### config.mk
export PLATFORM = sky130hd
export DESIGN_NAME = gamepad_pmod_tx
export DESIGN_NICKNAME = d
export VERILOG_FILES = /design/src/rtl/gamepad_pmod_pkg.sv /design/src/rtl/gamepad_pmod_tx.sv
export SDC_FILE = /design/constraint.sdc
export NUM_CORES = 1
export LEC_CHECK = 0
export BUFFER_PORTS_ARGS = -buffer_cell sky130_fd_sc_hd__clkbuf_2
export CORE_MARGIN = 4
export CORE_UTILIZATION = 35
export DETAILED_ROUTE_END_ITERATION = 12
export PLACE_DENSITY = 0.66
export REMOVE_ABC_BUFFERS = 1
export SETUP_SLACK_MARGIN = 0.5
export SYNTH_ARGS = -nofsm -noshare
export SYNTH_HDL_FRONTEND = slang
export SYNTH_SLANG_ARGS = --single-unit
### constraint.sdc
create_clock -name clk -period 1.85 [get_ports clk]
set_input_delay 0.2775 -clock clk [delete_from_list [all_inputs] [get_ports clk]]
set_output_delay 0.2775 -clock clk [all_outputs]
set_load 0.1 [all_outputs]
### src/rtl/gamepad_pmod_pkg.sv
// Shared definitions for the Gamepad Pmod serial link (transmitter and receiver).
// Latency: n/a (constants and types only).
// Backpressure: n/a.
package gamepad_pmod_pkg;

    // Default frame length: one controller.
    localparam int NUM_BITS_DEFAULT = 12;

    // Button bit positions inside the frame vector; bit 11 goes out first.
    localparam int BTN_B      = 11;
    localparam int BTN_Y      = 10;
    localparam int BTN_SELECT = 9;
    localparam int BTN_START  = 8;
    localparam int BTN_UP     = 7;
    localparam int BTN_DOWN   = 6;
    localparam int BTN_LEFT   = 5;
    localparam int BTN_RIGHT  = 4;
    localparam int BTN_A      = 3;
    localparam int BTN_X      = 2;
    localparam int BTN_L      = 1;
    localparam int BTN_R      = 0;

    // Transmitter frame sequencer states.
    typedef enum logic [1:0] {
        IDLE   = 2'd0,
        LATCH  = 2'd1,
        BIT_LO = 2'd2,
        BIT_HI = 2'd3
    } state_e;

endpackage

### src/rtl/gamepad_pmod_tx.sv
// Serialises a snapshot of the button vector as latch pulse + NUM_BITS clocked bits, MSB first.
// Latency: pmod_latch rises 1 cycle after start; done pulses 1 + LATCH + NUM_BITS*2*HALF cycles after start.
// Backpressure: start is only accepted while busy=0; a start during a frame is dropped.
module gamepad_pmod_tx
    import gamepad_pmod_pkg::*;
#(
    parameter int NUM_BITS     = NUM_BITS_DEFAULT,
    parameter int LATCH_CYCLES = 4,
    parameter int HALF_PERIOD  = 2
) (
    input  logic                clk,
    input  logic                reset,
    input  logic [NUM_BITS-1:0] buttons,
    input  logic                start,
    output logic                busy,
    output logic                done,
    output logic                pmod_latch,
    output logic                pmod_clk,
    output logic                pmod_data
);

    localparam int PH_MAX = (LATCH_CYCLES > HALF_PERIOD) ? LATCH_CYCLES : HALF_PERIOD;
    localparam int PH_W   = $clog2(PH_MAX + 1);
    localparam int BC_W   = $clog2(NUM_BITS + 1);

    localparam logic [PH_W-1:0] LATCH_LAST = PH_W'(LATCH_CYCLES - 1);
    localparam logic [PH_W-1:0] HALF_LAST  = PH_W'(HALF_PERIOD - 1);
    localparam logic [BC_W-1:0] BIT_LAST   = BC_W'(NUM_BITS - 1);

    state_e              state_q,   state_d;
    logic [PH_W-1:0]     phase_q,   phase_d;
    logic [BC_W-1:0]     bit_cnt_q, bit_cnt_d;
    logic [NUM_BITS-1:0] shreg_q,   shreg_d;
    logic                busy_q,    busy_d;
    logic                done_q,    done_d;
    logic                latch_q,   latch_d;
    logic                pclk_q,    pclk_d;
    logic                data_q,    data_d;

    // Next-state logic; pin outputs are decoded from the next state so they come straight off flops.
    always_comb begin
        state_d   = state_q;
        phase_d   = phase_q + PH_W'(1);
        bit_cnt_d = bit_cnt_q;
        shreg_d   = shreg_q;
        done_d    = 1'b0;

        case (state_q)
            IDLE: begin
                phase_d = '0;
                if (start) begin
                    shreg_d   = buttons;
                    bit_cnt_d = '0;
                    state_d   = LATCH;
                end
            end
            LATCH: begin
                if (phase_q == LATCH_LAST) begin
                    phase_d = '0;
                    state_d = BIT_LO;
                end
            end
            BIT_LO: begin
                if (phase_q == HALF_LAST) begin
                    phase_d = '0;
                    state_d = BIT_HI;
                end
            end
            BIT_HI: begin
                if (phase_q == HALF_LAST) begin
                    phase_d   = '0;
                    shreg_d   = shreg_q << 1;
                    bit_cnt_d = bit_cnt_q + BC_W'(1);
                    if (bit_cnt_q == BIT_LAST) begin
                        state_d = IDLE;
                        done_d  = 1'b1;
                    end else begin
                        state_d = BIT_LO;
                    end
                end
            end
            default: state_d = IDLE;
        endcase

        busy_d  = (state_d != IDLE);
        latch_d = (state_d == LATCH);
        pclk_d  = (state_d == BIT_HI);
        // Data only moves when a low half-period begins, so it is stable across the rising edge.
        case (state_d)
            BIT_LO:  data_d = shreg_d[NUM_BITS-1];
            BIT_HI:  data_d = data_q;
            default: data_d = 1'b0;
        endcase
    end

    // State, counters, shift register and output flops; reset aborts any frame silently.
    always_ff @(posedge clk) begin
        if (reset) begin
            state_q   <= IDLE;
            phase_q   <= '0;
            bit_cnt_q <= '0;
            shreg_q   <= '0;
            busy_q    <= 1'b0;
            done_q    <= 1'b0;
            latch_q   <= 1'b0;
            pclk_q    <= 1'b0;
            data_q    <= 1'b0;
        end else begin
            state_q   <= state_d;
            phase_q   <= phase_d;
            bit_cnt_q <= bit_cnt_d;
            shreg_q   <= shreg_d;
            busy_q    <= busy_d;
            done_q    <= done_d;
            latch_q   <= latch_d;
            pclk_q    <= pclk_d;
            data_q    <= data_d;
        end
    end

    assign busy       = busy_q;
    assign done       = done_q;
    assign pmod_latch = latch_q;
    assign pmod_clk   = pclk_q;
    assign pmod_data  = data_q;

endmodule

==> results_dict.tcl <==
set metrics [dict create \
    run_status "finished clean" \
    r2r_cells 7 \
    placed_area_um2 1400 \
    numCtsBuffers 3 \
    hold_depth 3 \
    vias 1118 \
    max-slew-margin-rel_pct 71.9 \
    required_ps 2060 \
    crit_family "compound AO/OA/AOI/OAI gates" \
    synth.most_common_cell "dfxtp_1" \
    slew_viol_final 0 \
    grt_first_pass_wirelength_mm 4.97 \
    crit_fanout 6 \
    yosys.area.top_type "dfxtp_1" \
    pre_cts_slack_ps -7.80 \
    drt.antenna.violating_nets 0 \
    place_inst 197 \
    powerDensity_nw_per_um2 1500 \
    synth_top_cell_area_share_pct 42.1 \
    fin_crit_ps 1760 \
    worst_hold_path_type "input port to flop" \
    fin_ws_ps 90.5 \
    netlist_top_cells_count "26 x dfxtp_1, 18 x nor2_1, 12 x inv_1" \
    cts_tree "built" \
    port_buffers 19 \
    design.final.nets 193 \
    leakagePower_nw 0.675 \
    reg2reg_from "state_q[1]$_SDFF_PP0_" \
    path_cells "inv_4 -> ha_4 -> and2b_4 -> a211o_4 -> buf_12 -> a222oi_1 -> nor2_1" \
    clock_latency_ps 330 \
    syn_to_final_growth_pct 34.5 \
    drt_first_pass_iters 4 \
    grt_max_degree 21 \
    syn_area_per_cell_um2 9.29 \
    drc_errors 0 \
    htree_num_levels 1 \
    cts-root-buf "clkbuf_4" \
    viasPerCell 5.27 \
    critPathBufInv 2 \
    cts.sink_count 26 \
    synth_area_leaders "dfxtp_1 42%, ha_1 11%, a222oi_1 8.1%, nor2_1 5.5%, inv_1 3.6%" \
    dieArea_um2 4550 \
    drt_iter0_markers 101 \
    synth_cells 133 \
    fin_tns_setup_ps 0 \
    fin_cells 212 \
    routed_wl_mm 2.94 \
    io_pins 20 \
    antenna_cells 0 \
    clockBufferDepth 2 \
    rows 21 \
    critPathMaxStageDelay_ps 410 \
    clk_pin_slew_ps 150 \
    crit_path_end_kind "flop" \
    worst_pin_slew_ps 411 \
    gr-total-overflow 0 \
    finalHoldViolCount 0 \
    dpl.hpwl_mm 1.94 \
    die_w_um 67.4 \
    synth.distinct_cells 38 \
    critPathArrivalTime_ps 1970 \
    start_util_pct 36.8 \
    yosys_warnings 0 \
    p_total_mw 2.50 \
    crit_slowest_cell "dfxtp_4" \
    ys_seq_elements 26 \
    fillers 330 \
    fmax_mhz 568 \
    synth_edf_count 0 \
    startpoint_type "flop" \
    fin_skew_ps 10.7 \
    setup_viol 0 \
    rsz0062_at_grt "true" \
    synthArstFlopShare_pct 0 \
    fp.dieH_um 67.4 \
    crit_type "flop to flop" \
    worst_r2r_endpoint "shreg_q[7]$_SDFFE_PP0P_" \
    place_congestion 0.735 \
    routedWlPerCell_um 13.8 \
    antenna_found_initial 0 \
    min_from "buttons[8]" \
    timing.final.crit_share_pct 95.1 \
    whs_ps 189 \
    ir_drop_v 0.000445 \
    synth_seq_area_share_pct 42.1 \
    core-area_um2 3360 \
    min_to "shreg_q[8]$_SDFFE_PP0P_" \
    fin_area_um2 1660 \
    cap_violations 0 \
    r2r_slack_ps 90 \
    grt_usage_pct 14.2 \
    synthFlopType "dfxtp_1" \
    utilization_pct 49.4 \
    drive_gt1_share_pct 36.7 \
    synth_area_um2 1240 \
    grt_pass1_vias 1082 \
]
where the power goes:
group / switching, mW / internal (mW)
Clock: 0.172 / 0.120
Sequential: 0.0820 / 0.682
Combinational: 0.772 / 0.670
how the worst max path moves through the flow:
stage	start	endpoint	slack, ps	cells past startpoint
after floorplan	state_q[0]$_SDFF_PP0_	shreg_q[10]$_SDFFE_PP0P_	30	5
after global placement	state_q[1]$_SDFF_PP0_	shreg_q[8]$_SDFFE_PP0P_	100	7
after detailed placement	state_q[1]$_SDFF_PP0_	shreg_q[7]$_SDFFE_PP0P_	-8	7
after CTS	state_q[1]$_SDFF_PP0_	shreg_q[9]$_SDFFE_PP0P_	90	7
after global routing	state_q[1]$_SDFF_PP0_	shreg_q[5]$_SDFFE_PP0P_	20	7
final	state_q[1]$_SDFF_PP0_	shreg_q[7]$_SDFFE_PP0P_	90	7
kinds of logic after synthesis:
kind of cell	synth area share, %
adder cells (fa/ha/maj)	11.1
AND/OR/NAND/NOR	17.7
buffers and inverters	6.48
flip-flops	42.1
AO/OA/AOI/OAI	20.3
XOR/XNOR	1.42
multiplexers	0.810
routing by layer:
metal  wire length [um]  global-route usage (%)  vias up
met4                 49                    7.34        0
li1                   -                       -      551
met5                  0                       0        -
met1               1290                    18.6      535
met2               1490                    22.9       28
met3                103                    1.66        4
worst reg2reg max path, delay by kind of cell, from the launching register on:
family | cells | cell delay (ps)
AO/OA/AOI/OAI | 2 | 660
buffers and inverters | 2 | 200
adder cells (fa/ha/maj) | 1 | 150
flip-flops | 1 | 410
AND/OR/NAND/NOR | 2 | 240
registers in the layout (all words and copies together), names as in the netlist:
| register | count |
|---|---|
| phase_q | 3 |
| pmod_data | 1 |
| done | 1 |
| pmod_clk | 1 |
| state_q | 2 |
| busy | 1 |
| shreg_q | 12 |
| pmod_latch | 1 |
| bit_cnt_q | 4 |
layout make-up:
type	instances	area [um^2]	area share, %
clock buffer	4	36.3	2.18
inverter	12	50.0	3.01
multi-input combinational	90	728	43.8
sequential	26	531	31.9
tap	46	57.6	3.46
timing repair buffer	34	260	15.7
cells in the final DEF, fill, tap and decap left out, drive strengths merged, types with 5 or more instances in the layout:
cell and n:
nor2 19, nand2 7, clkbuf 23, ha 11, a21oi 5, a222oi 10, dfxtp 26, inv 12
o21ai 5, buf 15
repair_timing:
action,CTS,global route
pin swaps,16,11
buffers inserted,7,3
endpoints found under the setup margin,30,25
hold buffers,0,0
gates cloned,1,0
gates resized for setup,29,7
(Power assumes the default switching activity.)
